[config.mk]
export PLATFORM = sky130hd
export DESIGN_NAME = dmem_stall_ctrl
export DESIGN_NICKNAME = d
export VERILOG_FILES = /design/src/rtl/dmem_pkg.sv /design/src/rtl/dmem_stall_ctrl_load_align.sv /design/src/rtl/dmem_stall_ctrl.sv
export SDC_FILE = /design/constraint.sdc
export NUM_CORES = 1
export LEC_CHECK = 0
export CORE_MARGIN = 2
export CORE_UTILIZATION = 47
export CTS_CLUSTER_SIZE = 12
export DETAILED_ROUTE_END_ITERATION = 6
export PLACE_DENSITY = 0.87
export SLEW_MARGIN = 5
export SYNTH_ARGS = -nofsm -noshare
export SYNTH_HDL_FRONTEND = slang
export SYNTH_SLANG_ARGS = --single-unit
export TNS_END_PERCENT = 10
[constraint.sdc]
create_clock -name clk -period 3.7 [get_ports clk]
set_input_delay 0.37 -clock clk [delete_from_list [all_inputs] [get_ports clk]]
set_output_delay 0.37 -clock clk [all_outputs]
set_load 0.02 [all_outputs]
[src/rtl/dmem_pkg.sv]
// dmem_pkg: shared types and constants for the M-stage data-memory controller.
//   dmem_state_t : controller FSM states (IDLE, REQ, DONE)
//   dmem_size_t  : decoded access width
//   F3_*         : funct3 encodings for loads/stores
//   access_size  : funct3 -> access width (reserved encodings decode as word)
package dmem_pkg;

    typedef enum logic [1:0] {
        ST_IDLE = 2'd0,
        ST_REQ  = 2'd1,
        ST_DONE = 2'd2
    } dmem_state_t;

    typedef enum logic [1:0] {
        SZ_BYTE = 2'd0,
        SZ_HALF = 2'd1,
        SZ_WORD = 2'd2
    } dmem_size_t;

    localparam logic [2:0] F3_LB  = 3'b000;
    localparam logic [2:0] F3_LH  = 3'b001;
    localparam logic [2:0] F3_LW  = 3'b010;
    localparam logic [2:0] F3_LBU = 3'b100;
    localparam logic [2:0] F3_LHU = 3'b101;

    // funct3[2] only selects signedness; 011/110/111 fall through to word.
    function automatic dmem_size_t access_size(input logic [2:0] f3);
        case (f3[1:0])
            2'b00:   return SZ_BYTE;
            2'b01:   return SZ_HALF;
            default: return SZ_WORD;
        endcase
    endfunction

endpackage

[src/rtl/dmem_stall_ctrl_load_align.sv]
// load_align: combinational load-data extraction and extension.
//   rdata  in  32 : raw word returned by the data bus
//   addr   in  2  : byte offset of the access
//   funct3 in  3  : access size/sign
//   data   out 32 : aligned, sign/zero-extended load result
// Halves use only addr[1]; words ignore addr entirely.
import dmem_pkg::*;

module load_align (
    input  logic [31:0] rdata,
    input  logic [1:0]  addr,
    input  logic [2:0]  funct3,
    output logic [31:0] data
);

    logic [7:0]  byte_sel;
    logic [15:0] half_sel;

    always_comb begin
        byte_sel = '0;
        case (addr)
            2'd0: byte_sel = rdata[7:0];
            2'd1: byte_sel = rdata[15:8];
            2'd2: byte_sel = rdata[23:16];
            2'd3: byte_sel = rdata[31:24];
            default: byte_sel = '0;
        endcase
        half_sel = addr[1] ? rdata[31:16] : rdata[15:0];
    end

    always_comb begin
        data = '0;
        case (access_size(funct3))
            SZ_BYTE: data = funct3[2] ? {24'b0, byte_sel}
                                      : {{24{byte_sel[7]}}, byte_sel};
            SZ_HALF: data = funct3[2] ? {16'b0, half_sel}
                                      : {{16{half_sel[15]}}, half_sel};
            default: data = rdata;
        endcase
    end

endmodule

[src/rtl/dmem_stall_ctrl.sv]
// dmem_stall_ctrl: M-stage data-memory controller. Converts a load/store in M
// into a req/ack bus transaction, stalling the pipeline until it completes.
//   clk, rst (sync, active-high)
//   mem_read_m, mem_write_m, funct3_m, addr_m, write_data_m : M-stage request
//   stall_mem   : hold F/D/X/M, bubble W
//   done_m      : access completes this cycle; load_data_m valid with it
//   misalign_m  : misaligned-access flag (only with DMEM_MISALIGN_TRAP_EN)
//   bus_req/bus_we/bus_addr/bus_wdata/bus_wstrb, bus_ack/bus_rdata : data bus
// Build option: define DMEM_MISALIGN_TRAP_EN to flag misaligned half/word
// accesses instead of issuing them with the low address bits ignored.
import dmem_pkg::*;

module dmem_stall_ctrl #(
    parameter int unsigned XLEN = 32
) (
    input  logic            clk,
    input  logic            rst,
    input  logic            mem_read_m,
    input  logic            mem_write_m,
    input  logic [2:0]      funct3_m,
    input  logic [XLEN-1:0] addr_m,
    input  logic [XLEN-1:0] write_data_m,
    output logic            stall_mem,
    output logic [XLEN-1:0] load_data_m,
    output logic            done_m,
    output logic            misalign_m,
    output logic            bus_req,
    output logic            bus_we,
    output logic [XLEN-1:0] bus_addr,
    output logic [XLEN-1:0] bus_wdata,
    output logic [3:0]      bus_wstrb,
    input  logic            bus_ack,
    input  logic [XLEN-1:0] bus_rdata
);

    dmem_state_t state_q;
    logic        we_q;
    logic [31:0] addr_q;
    logic [31:0] wdata_q;
    logic [31:0] rdata_q;
    logic [3:0]  wstrb_q;
    logic [2:0]  funct3_q;

    logic        op_m;
    logic        mis;
    logic [3:0]  wstrb_d;
    logic [31:0] wdata_d;
    logic [31:0] aligned;

    assign op_m = mem_read_m | mem_write_m;

`ifdef DMEM_MISALIGN_TRAP_EN
    always_comb begin
        mis = 1'b0;
        case (access_size(funct3_m))
            SZ_HALF: mis = addr_m[0];
            SZ_WORD: mis = |addr_m[1:0];
            default: mis = 1'b0;
        endcase
    end
`else
    assign mis = 1'b0;
`endif

    // Store lane placement, computed from the live M-stage inputs and
    // captured on the IDLE->REQ edge.
    always_comb begin
        wstrb_d = 4'b1111;
        wdata_d = write_data_m;
        case (access_size(funct3_m))
            SZ_BYTE: begin
                wstrb_d = 4'b0001 << addr_m[1:0];
                wdata_d = {4{write_data_m[7:0]}};
            end
            SZ_HALF: begin
                wstrb_d = 4'b0011 << {addr_m[1], 1'b0};
                wdata_d = {2{write_data_m[15:0]}};
            end
            default: begin
                wstrb_d = 4'b1111;
                wdata_d = write_data_m;
            end
        endcase
    end

    always_ff @(posedge clk) begin
        if (rst) begin
            state_q  <= ST_IDLE;
            we_q     <= 1'b0;
            addr_q   <= '0;
            wdata_q  <= '0;
            rdata_q  <= '0;
            wstrb_q  <= '0;
            funct3_q <= '0;
        end else begin
            case (state_q)
                ST_IDLE: begin
                    if (op_m && !mis) begin
                        we_q     <= mem_write_m;   // store wins over load
                        addr_q   <= addr_m;
                        wdata_q  <= wdata_d;
                        wstrb_q  <= wstrb_d;
                        funct3_q <= funct3_m;
                        state_q  <= ST_REQ;
                    end
                end
                ST_REQ: begin
                    if (bus_ack) begin
                        rdata_q <= bus_rdata;
                        state_q <= ST_DONE;
                    end
                end
                ST_DONE: state_q <= ST_IDLE;
                default: state_q <= ST_IDLE;
            endcase
        end
    end

    load_align u_load_align (
        .rdata  (rdata_q),
        .addr   (addr_q[1:0]),
        .funct3 (funct3_q),
        .data   (aligned)
    );

    // A trapped misaligned access completes in IDLE without touching the bus.
    always_comb begin
        stall_mem   = 1'b0;
        done_m      = 1'b0;
        misalign_m  = 1'b0;
        load_data_m = '0;
        bus_req     = 1'b0;
        bus_we      = 1'b0;
        bus_addr    = '0;
        bus_wdata   = '0;
        bus_wstrb   = '0;
        case (state_q)
            ST_IDLE: begin
                stall_mem  = op_m & ~mis;
                done_m     = op_m & mis;
                misalign_m = op_m & mis;
            end
            ST_REQ: begin
                stall_mem = 1'b1;
                bus_req   = 1'b1;
                bus_we    = we_q;
                bus_addr  = {addr_q[31:2], 2'b00};
                bus_wdata = wdata_q;
                bus_wstrb = wstrb_q;
            end
            ST_DONE: begin
                done_m      = 1'b1;
                load_data_m = we_q ? '0 : aligned;
            end
            default: ;
        endcase
    end

endmodule

==> results.toml, run 1 <==
[routing]
dr.pass1.iters = 4
drt-total-wl_um = 15600
post_drt_wl_per_cell_um = 15.1
num_vias = 5323
drt_iter0_drc = 299
ant_nets = 0
vias_per_cell = 5.16
drc = 0

[clocking]
postCtsResizedCells = 0
cts_tree = "built"
post_cts_buffers = 0
clock_latency_ns = 0.36
clockBufferDepth = 2
clock-sinks = 106
cts_hold_buffers = 0
h-tree-depth = 3
numCtsBuffers = 9
cts_root_buffer = "clkbuf_8"
clkTransAtPathRegs_ns = 0.10

[logic_synthesis]
avgSynthCellArea_um2 = 7.27
yosys_warnings = 0
syn_inst = 722
synth_enable_flop_cells = 0
ys_ff_latch = 106
syn-cell-area_um2 = 5250
synthDistinctLibCells = 32
synth_seq_area_share_pct = 40.4
synthFlopType = "dfxtp_1"
async_flop_share_pct = 0

[sta]
worst_pin_slew_ns = 1.13
maxSlewHeadroom_pct = 24.7
fmax_ghz = 0.297
hold_viol_final = 0
setup_slack_ns = 0.334
min_period_ns = 3.37
clock_skew_ns = 0.0154
slew_violations = 0
grt_setup_unrepaired = "no"
fin_crit_sh_pct = 91.0
tns_ns = 0
setup_violations = 0

[worst_setup_path]
cp-end-kind = "output port"
crit_fanout = 23
required_ns = 3.33
start_kind = "flip-flop"
critPathKind = "reg -> out"
arrival_ns = 3.00

[power_and_ir_drop]
power_density_nw_per_um2 = 345
peakVddDrop_v = 0.000224
power.leakage_nw = 2.81

[global_routing]
grt_antenna_before_repair = 0
grt_overflow = 0
grt_max_degree = 107
grt_pass1_vias = 4978
grt_pass1_wl_um = 24700
grtUsageTotal_pct = 26.0

[final_layout]
synthToLayoutAreaGrowth_pct = 42.5
design_area_um2 = 7480
drive_above_1_share_pct = 4.37
nets = 991
antenna_cells = 0

[floorplanning]
dieArea_um2 = 12000
ioPinCount = 209
dieWidth_um = 110
die_y_um = 110
initial_core_util_pct = 48.2
core_um2 = 10900
rows = 38

[placement]
placed_area_um2 = 7280
hpwl_um = 10900
numPortBuffers = 205
pre_cts_ws_ns = 0.774
gp_congestion = 0.873

[run_status]
status = "finished, final reports clean"

[job]
maxCapViolations = 0

[worst_hold_path]
hp-class = "reg -> reg"
## worst paths after layout
check                           start                        to  slack, ns  cells after the start
max          funct3_q[1]$_SDFFE_PP0P_           load_data_m[22]       0.33                      5
min reg2reg    addr_q[3]$_SDFFE_PP0P_    addr_q[3]$_SDFFE_PP0P_       0.45                      2
min            addr_q[3]$_SDFFE_PP0P_    addr_q[3]$_SDFFE_PP0P_       0.45                      2
max reg2reg   state_q[0]$_SDFFE_PP0P_  rdata_q[26]$_SDFFE_PP0P_       1.60                      6
## layer usage
metal,GRT usage (%),up-vias,part of all wire [%]
li1,-,2693,-
met3,8.12,26,8.8
met1,31.2,2404,41
met5,0,-,0
met2,43.9,200,48
met4,9.04,0,2.3
## cells in the final DEF (no fill, tap or decap), types with 8 or more instances in the layout
cell type        count
nand2_1            232
clkdlybuf4s50_1    204
dfxtp_1            106
a21oi_1             95
and2_1              74
o21ai_0             31
nor2_1              29
mux2i_1             19
inv_1               11
a211oi_1            11
clkbuf_8            11
nor2b_1             10
buf_4                9
a311oi_1             8
## layout make-up
type	count	area, µm²
Multi-Input combinational cell	546	2840
Fill cell	951	3410
Timing Repair Buffer	213	2110
Clock inverter	5	46.3
Sequential cell	106	2120
Tap cell	140	175
Inverter	11	41.3
Clock buffer	11	151
## cells by family after synthesis
group | count (synthesis) | share of synthesized area, %
buffers and inverters | 72 | 5.84
other | 1 | 0.0714
muxes | 19 | 3.62
DFF | 106 | 40.4
and+or+nand+nor | 361 | 30.7
AOI/OAI and AO/OA | 163 | 19.4
## critical path: stages, from the launching register on
cell,delay (ns)
dfxtp_1,1.01
or3_1,0.26
o32ai_4,0.13
o2111ai_4,0.52
nand2_1,0.13
clkdlybuf4s50_1,0.59
## stage by stage
| stage | power, mW | utilization, % | hold slack [ns] | std cells |
|---|---|---|---|---|
| after floorplan | 1.64 | - | 0.432 | 724 |
| after global placement | 1.89 | 66.9 | 0.438 | 1016 |
| after detailed placement | 1.90 | 66.9 | 0.442 | 1016 |
| after CTS | 2.60 | 68.7 | 0.456 | 1032 |
| after global routing | 2.71 | 68.7 | 0.478 | 1032 |
| final | 2.58 | 68.7 | 0.454 | 1032 |
## synthesized netlist by cell type (2+ instances only)
cell,n,area share [%]
buf_2,11,1.0
buf_4,4,0.57
a311oi_1,8,1.3
a21oi_1,95,9.1
or3_1,2,0.24
and2_1,74,8.8
inv_1,11,0.79
nand2b_1,3,0.36
a211oi_1,11,1.6
nor2_1,29,2.1
clkbuf_1,39,2.8
o21ai_0,31,3.0
nor3_1,6,0.57
dfxtp_1,106,40
nand2_1,232,17
mux2i_1,19,3.6
buf_1,6,0.43
a221oi_2,7,2.0
nor2b_1,10,1.2
a22oi_1,6,0.86
## power by group
group / switching [mW] / internal, mW / leakage [nW]
sequential: 0.0573 / 1.23 / 0.872
combinational: 0.317 / 0.268 / 1.83
clock: 0.414 / 0.293 / 0.102
## registers in the layout, indices dropped and copies added (netlist names)
signal and flops:
rdata_q 32, state_q 2, wdata_q 32, addr_q 32, wstrb_q 4, we_q 1
funct3_q 3
Power figures use the tool's default switching activity.
==> inputs of run 2 (changes only) <==
--- a/config.mk
+++ b/config.mk
@@ -7,7 +7,7 @@
 export LEC_CHECK = 0
 export CORE_MARGIN = 2
 export CORE_UTILIZATION = 47
-export CTS_CLUSTER_SIZE = 12
+export CTS_CLUSTER_SIZE = 10
 export DETAILED_ROUTE_END_ITERATION = 6
 export PLACE_DENSITY = 0.87
 export SLEW_MARGIN = 5
==> results of run 2 <==
Final layout, timing and power as in run 1 (identical DEF).
